`src/rtl/lc2k_pkg.sv`:
```
// lc2k_pkg: shared LC2K constants, arbiter state and owner encodings
package lc2k_pkg;
  localparam int WORD_W = 32;
  localparam logic [2:0] OP_ADD  = 3'd0;
  localparam logic [2:0] OP_NOR  = 3'd1;
  localparam logic [2:0] OP_LW   = 3'd2;
  localparam logic [2:0] OP_SW   = 3'd3;
  localparam logic [2:0] OP_BEQ  = 3'd4;
  localparam logic [2:0] OP_JALR = 3'd5;
  localparam logic [2:0] OP_HALT = 3'd6;
  localparam logic [2:0] OP_NOOP = 3'd7;
  typedef enum logic [1:0] {
    ST_IDLE = 2'd0,
    ST_BUSY = 2'd1,
    ST_RESP = 2'd2
  } arb_state_e;
  typedef enum logic [1:0] {
    OWN_NONE = 2'b00,
    OWN_IF   = 2'b01,
    OWN_DM   = 2'b10
  } owner_e;
endpackage

```
`src/rtl/lc2k_mem_arbiter.sv`:
```
// lc2k_mem_arbiter: shares one variable-latency word memory between fetch and data access
module lc2k_mem_arbiter
  import lc2k_pkg::*;
#(
  parameter int ADDR_W         = 16,
  parameter int DATA_W         = WORD_W,
  parameter int STARVE_LIMIT   = 3,
  parameter int TIMEOUT_CYCLES = 64
) (
  input  logic              i_clock,
  input  logic              i_reset,
  input  logic              i_if_req,
  input  logic [ADDR_W-1:0] i_if_addr,
  output logic              o_if_ack,
  output logic [DATA_W-1:0] o_if_rdata,
  input  logic              i_dm_req,
  input  logic              i_dm_we,
  input  logic [ADDR_W-1:0] i_dm_addr,
  input  logic [DATA_W-1:0] i_dm_wdata,
  output logic              o_dm_ack,
  output logic [DATA_W-1:0] o_dm_rdata,
  output logic              o_mem_req,
  output logic              o_mem_we,
  output logic [ADDR_W-1:0] o_mem_addr,
  output logic [DATA_W-1:0] o_mem_wdata,
  input  logic              i_mem_ack,
  input  logic [DATA_W-1:0] i_mem_rdata,
  output logic [1:0]        o_owner,
  output logic              o_busy,
  output logic              o_timeout_err
);
  localparam int SW = $clog2(STARVE_LIMIT + 1);
  localparam int WW = $clog2(TIMEOUT_CYCLES + 2);
  arb_state_e        r_state;
  owner_e            r_owner;
  logic [SW-1:0]     r_starve;
  logic [WW-1:0]     r_wait;
  logic              r_we;
  logic [ADDR_W-1:0] r_addr;
  logic [DATA_W-1:0] r_wdata;
  logic [DATA_W-1:0] r_rdata;
  logic              r_terr;
  logic              w_starved;
  logic              w_pick_if;
  logic              w_tmo;
  assign w_starved = 32'(r_starve) == STARVE_LIMIT;
  assign w_pick_if = i_if_req && (!i_dm_req || w_starved);
  // abort on the last allowed busy cycle so mem_req stays high exactly TIMEOUT_CYCLES cycles
  assign w_tmo     = TIMEOUT_CYCLES != 0 && 32'(r_wait) == TIMEOUT_CYCLES - 1;
  always_ff @(posedge i_clock) begin
    if (i_reset) begin
      r_state  <= ST_IDLE;
      r_owner  <= OWN_NONE;
      r_starve <= '0;
      r_wait   <= '0;
      r_we     <= 1'b0;
      r_addr   <= '0;
      r_wdata  <= '0;
      r_rdata  <= '0;
      r_terr   <= 1'b0;
    end else begin
      case (r_state)
        ST_IDLE: if (i_if_req || i_dm_req) begin
          r_state  <= ST_BUSY;
          r_owner  <= w_pick_if ? OWN_IF : OWN_DM;
          r_we     <= !w_pick_if && i_dm_we;
          r_addr   <= w_pick_if ? i_if_addr : i_dm_addr;
          r_wdata  <= w_pick_if ? '0 : i_dm_wdata;
          r_wait   <= '0;
          r_starve <= w_pick_if ? '0 : i_if_req ? r_starve + 1'b1 : r_starve;
        end
        ST_BUSY: if (i_mem_ack) begin
          r_state <= ST_RESP;
          r_rdata <= r_we ? '0 : i_mem_rdata;
        end else if (w_tmo) begin
          r_state <= ST_RESP;
          r_rdata <= '0;
          r_terr  <= 1'b1;
        end else begin
          r_wait <= r_wait + 1'b1;
        end
        default: begin
          r_state <= ST_IDLE;
          r_owner <= OWN_NONE;
          r_wait  <= '0;
        end
      endcase
    end
  end
  assign o_mem_req     = r_state == ST_BUSY;
  assign o_busy        = r_state != ST_IDLE;
  assign o_if_ack      = r_state == ST_RESP && r_owner == OWN_IF;
  assign o_dm_ack      = r_state == ST_RESP && r_owner == OWN_DM;
  assign o_if_rdata    = o_if_ack ? r_rdata : '0;
  assign o_dm_rdata    = o_dm_ack ? r_rdata : '0;
  assign o_mem_we      = r_we;
  assign o_mem_addr    = r_addr;
  assign o_mem_wdata   = r_wdata;
  assign o_owner       = r_owner;
  assign o_timeout_err = r_terr;
endmodule

```
`config.mk`:
```
export PLATFORM = sky130hd
export DESIGN_NAME = lc2k_mem_arbiter
export DESIGN_NICKNAME = d
export VERILOG_FILES = /design/src/rtl/lc2k_pkg.sv /design/src/rtl/lc2k_mem_arbiter.sv
export SDC_FILE = /design/constraint.sdc
export NUM_CORES = 1
export LEC_CHECK = 0
export ABC_AREA = 1
export CORE_ASPECT_RATIO = 0.8
export CORE_MARGIN = 8
export CORE_UTILIZATION = 45
export DETAILED_ROUTE_END_ITERATION = 10
export DONT_BUFFER_PORTS = 1
export MAX_ROUTING_LAYER = met4
export PLACE_DENSITY = 0.68
export SKIP_LAST_GASP = 1
export SYNTH_ARGS = -nofsm -noshare
export SYNTH_HDL_FRONTEND = slang
export SYNTH_SLANG_ARGS = --single-unit
```
`constraint.sdc`:
```
create_clock -name i_clock -period 4.4 [get_ports i_clock]
set_input_delay 0.88 -clock i_clock [delete_from_list [all_inputs] [get_ports i_clock]]
set_output_delay 0.88 -clock i_clock [all_outputs]
set_load 0.03 [all_outputs]
```
==> impl_summary.md <==
Run status
The run finished with clean final reports.

Yosys
The area fraction in compound gates after synthesis is 15.7%. The adder-cell share of the synthesized area is 0.601%. The number of different library cells used by synthesis comes to 24. The biggest area consumer among synthesized cells is sky130_fd_sc_hd__dfxtp_1. Summing every instance area after synthesis gives 0.00417 mm2. Of the total synthesized cell area, the portion taken by XOR and XNOR cells is 0%. In this run, synthesis produced a sequential element count of 95.

In the post-synthesis netlist, the biggest area contributors are sky130_fd_sc_hd__dfxtp_1 46%, sky130_fd_sc_hd__nand2_1 15%, sky130_fd_sc_hd__a21oi_1 13%, sky130_fd_sc_hd__nor2_1 7.3%, sky130_fd_sc_hd__inv_1 6.1%. The area share of the leading cell type in the synthesized netlist is ~46%. The average footprint of a synthesized cell is just under 7 um2. The net count of the mapped netlist is between 700 and 800. Summing the areas of all and, or, nand and nor instances in the mapped netlist gives 27.0% of the synthesized area. Of the synthesized area, sequential elements account for 45.6%. The dominant combinational cell family by area after synthesis is simple AND/OR/NAND/NOR gates.

Counting every instance in the synthesized netlist gives 609. The synthesis warning total is 0. The mux share of post-synthesis cell area is 0%.

Route
The count of nets left with antenna violations once routing finished came out at 0. The final layout contains routed wiring with a total length of 11.2 mm. After the first detailed-routing iteration, the DRC count stood at 213. Dividing the detail-routed wire length by the instance count gives 15.9 um. The via count of the routed design is 3663.

The first detailed-routing pass took 4 iterations. The DRC violation count after routing is 0. Dividing the detail-routed via count by the number of cells gives around 5.2.

Critical path
The critical path is of the reg2out type. The reg-to-reg startpoint is r_starve[0]$_SDFFE_PP0P_. The critical path data arrival time is 2.81 ns. The worst reg2reg path endpoint is o_mem_wdata[7]$_SDFFE_PP0P_.

STA classifies the critical path startpoint as a register. At the worst endpoint, the required time is 3.52 ns. The kind of end point of the critical path is a primary output.

The launching instance or port of the critical path is o_owner[1]$_SDFFE_PP0P_. Across all register-to-register paths, the minimum setup slack is 1.92 ns. The number of cells on the worst reg-to-reg path is 6. The maximum fanout along the worst path is 32. The endpoint of the worst setup timing path is o_dm_rdata[10].

GRT
The global-route wire length before repair is 17.0 mm. The aggregate global routing overflow is 0. Global routing consumed, over all layers together, 17.5% of the routing resources. The initial antenna violation count came to 0. Entering global routing, the biggest net connects 89 pins.

The via count of the first global-routing pass is 3418.

Clock network
Post-CTS repair changed the size of 0 cells. The maximum number of buffers from clock root to sink is 2. Buffers inserted to repair hold after CTS numbered 0. The root buffer cell chosen for the clock tree is sky130_fd_sc_hd__clkbuf_16.

Clock tree synthesis inserted a total of 9 buffers. After clock tree synthesis, the clock-pin slew on the worst setup and hold paths is roughly 0.07 ns. Clock tree synthesis found a total of 95 sinks. The maximum level of the CTS H-tree is 3. The clock network latency to the later pin of the worst-skew pair is roughly 0.34 ns. TritonCTS built the clock tree.

Buffers added to address setup during post-CTS repair amount to 0.

Die
The height of the die is 102 um. Row generation in the floorplan step produced 31 rows. The core outline area is 0.00904 mm2. The top-level port count is between 200 and 250. The initial utilization of the core area, before any placement, comes to a little under half. The die width is approximately 120 um. The floorplan step defined a die boundary enclosing 0.0126 mm2.

Power and ir drop
VDD sags by at most 0.257 mV. In this run the static leakage power is 1.59 nW. The ratio of total power to cell area is between 400 and 500 mW/mm2.

STA
Setup total negative slack on the finished layout was measured at 0 ns. The worst pin sits at a relative slew slack of 20.5%. Based on the critical path, the design can be clocked at up to 271 MHz. The transition time at the pin with the least slew margin is 1.19 ns. Setup repair after global routing left no endpoint under its margin. Subtracting the final worst setup slack from the clock period gives 3.69 ns. Between clock sinks in the finished design, the worst skew comes to 0.00598 ns. The number of pins with negative max-slew slack in the final report is 0. The period utilization is 83.8%.

The count of endpoints failing setup in the final report is 0. The number of endpoints with negative hold slack in the final report is 0.

Layout
The repair_antennas step left the layout with diodes totalling 0. The core utilization of the finished layout is about half. Fill cells in the final layout number between 900 and 1000. The final net count is between 600 and 700. Of the cells placed in the final design, the portion with a size suffix greater than 1 is roughly 5.6%.

Relative to the synthesized area, the layout overhead comes to 5.92%.

Placement
The number of buffer cells added on primary ports is 0. The HPWL after detailed placement is 8.36 mm. The weighted congestion at the end of routability-driven global placement is 0.832.

Run
Max-cap violations in this run came to 0.

Min path
The class of the tightest hold or removal check is reg2reg.
worst min path at each step:
stage	start	to	slack, ns	cells past startpoint
floorplan	r_rdata[31]$_SDFFE_PP0P_	r_rdata[31]$_SDFFE_PP0P_	0.44	2
global placement	r_rdata[7]$_SDFFE_PP0P_	r_rdata[7]$_SDFFE_PP0P_	0.44	2
detailed placement	r_rdata[17]$_SDFFE_PP0P_	r_rdata[17]$_SDFFE_PP0P_	0.45	2
CTS	r_rdata[14]$_SDFFE_PP0P_	r_rdata[14]$_SDFFE_PP0P_	0.46	2
global route	r_rdata[14]$_SDFFE_PP0P_	r_rdata[14]$_SDFFE_PP0P_	0.47	2
finish	r_rdata[30]$_SDFFE_PP0P_	r_rdata[30]$_SDFFE_PP0P_	0.46	2
cell usage in the layout, fill, tap and decap left out, types with 2 or more instances in the layout:
master / instances
sky130_fd_sc_hd__clkbuf_16: 9
sky130_fd_sc_hd__a21oi_1: 106
sky130_fd_sc_hd__nand2_1: 171
sky130_fd_sc_hd__nand3_2: 2
sky130_fd_sc_hd__nand2_2: 2
sky130_fd_sc_hd__dfxtp_1: 95
sky130_fd_sc_hd__nor2_4: 3
sky130_fd_sc_hd__inv_1: 68
sky130_fd_sc_hd__nand3_1: 5
sky130_fd_sc_hd__nor2_1: 81
sky130_fd_sc_hd__o21ai_0: 18
sky130_fd_sc_hd__inv_2: 4
sky130_fd_sc_hd__nor3_1: 2
sky130_fd_sc_hd__nand4_1: 7
sky130_fd_sc_hd__inv_6: 3
sky130_fd_sc_hd__clkinvlp_4: 2
sky130_fd_sc_hd__ha_1: 2
cells in the mapped netlist (all sizes together):
cell type	n
nand2	173
clkbuf	17
o21a	1
dfxtp	95
nor2	85
buf	19
a21oi	106
ha	2
o21ai	20
a211oi	1
inv	72
nand3	7
nor3	4
nand4	7
kinds of logic (layout without fill, tap and decap cells):
kind of cell | after synthesis | in the layout
AOI/OAI and AO/OA | 128 | 128
and+or+nand+nor | 276 | 276
adders and majority gates | 2 | 2
buffers and inverters | 108 | 89
DFF | 95 | 95
per-layer routing:
metal | track usage, % | routed length, um | vias up
met5 | - | 0 | -
met4 | 5.63 | 159 | 0
met3 | 6.96 | 889 | 15
met2 | 28.0 | 5520 | 134
met1 | 19.8 | 4660 | 1666
li1 | - | - | 1848
stage by stage:
step           setup slack, ns  cell area (um2)  total power, mW  std cells  hold WS, ns
2_1_floorplan             1.63             4170             1.25        609        0.440
3_3_place_gp              1.09             4130             1.27        689        0.442
3_5_place_dp              1.05             4130             1.28        689        0.446
4_1_cts                  0.672             4410             2.02        705        0.456
5_1_grt                  0.496             4410             2.08        705        0.470
6_report                 0.714             4410             1.99        705        0.456
power by group:
part	total (mW)	internal, mW	switching, mW
clock	0.729	0.389	0.340
combinational	0.216	0.0674	0.149
sequential	1.04	0.920	0.124
state kept, by name, summed over array words and instances (netlist names):
signal / count
r_state: 2
r_wait: 7
o_owner: 2
o_mem_addr: 16
o_mem_wdata: 32
o_timeout_err: 1
r_starve: 2
o_mem_we: 1
r_rdata: 32
worst max-delay path, stage by stage (launching register included):
cell                      delay (ns)
sky130_fd_sc_hd__dfxtp_1        0.54
sky130_fd_sc_hd__inv_1          0.15
sky130_fd_sc_hd__nor3_2         0.55
sky130_fd_sc_hd__inv_1          0.58
sky130_fd_sc_hd__nor2_1         0.64
layout make-up:
cell class	instances	area (um2)	area share (%)
clock buffer	9	225	5.10
clock inverter	7	55.1	1.25
inverter	72	270	6.12
multi-input combinational	406	1810	41.0
sequential	95	1900	43.1
tap	115	144	3.26
timing repair buffer	1	7.51	0.170
(Power assumes the default switching activity.)
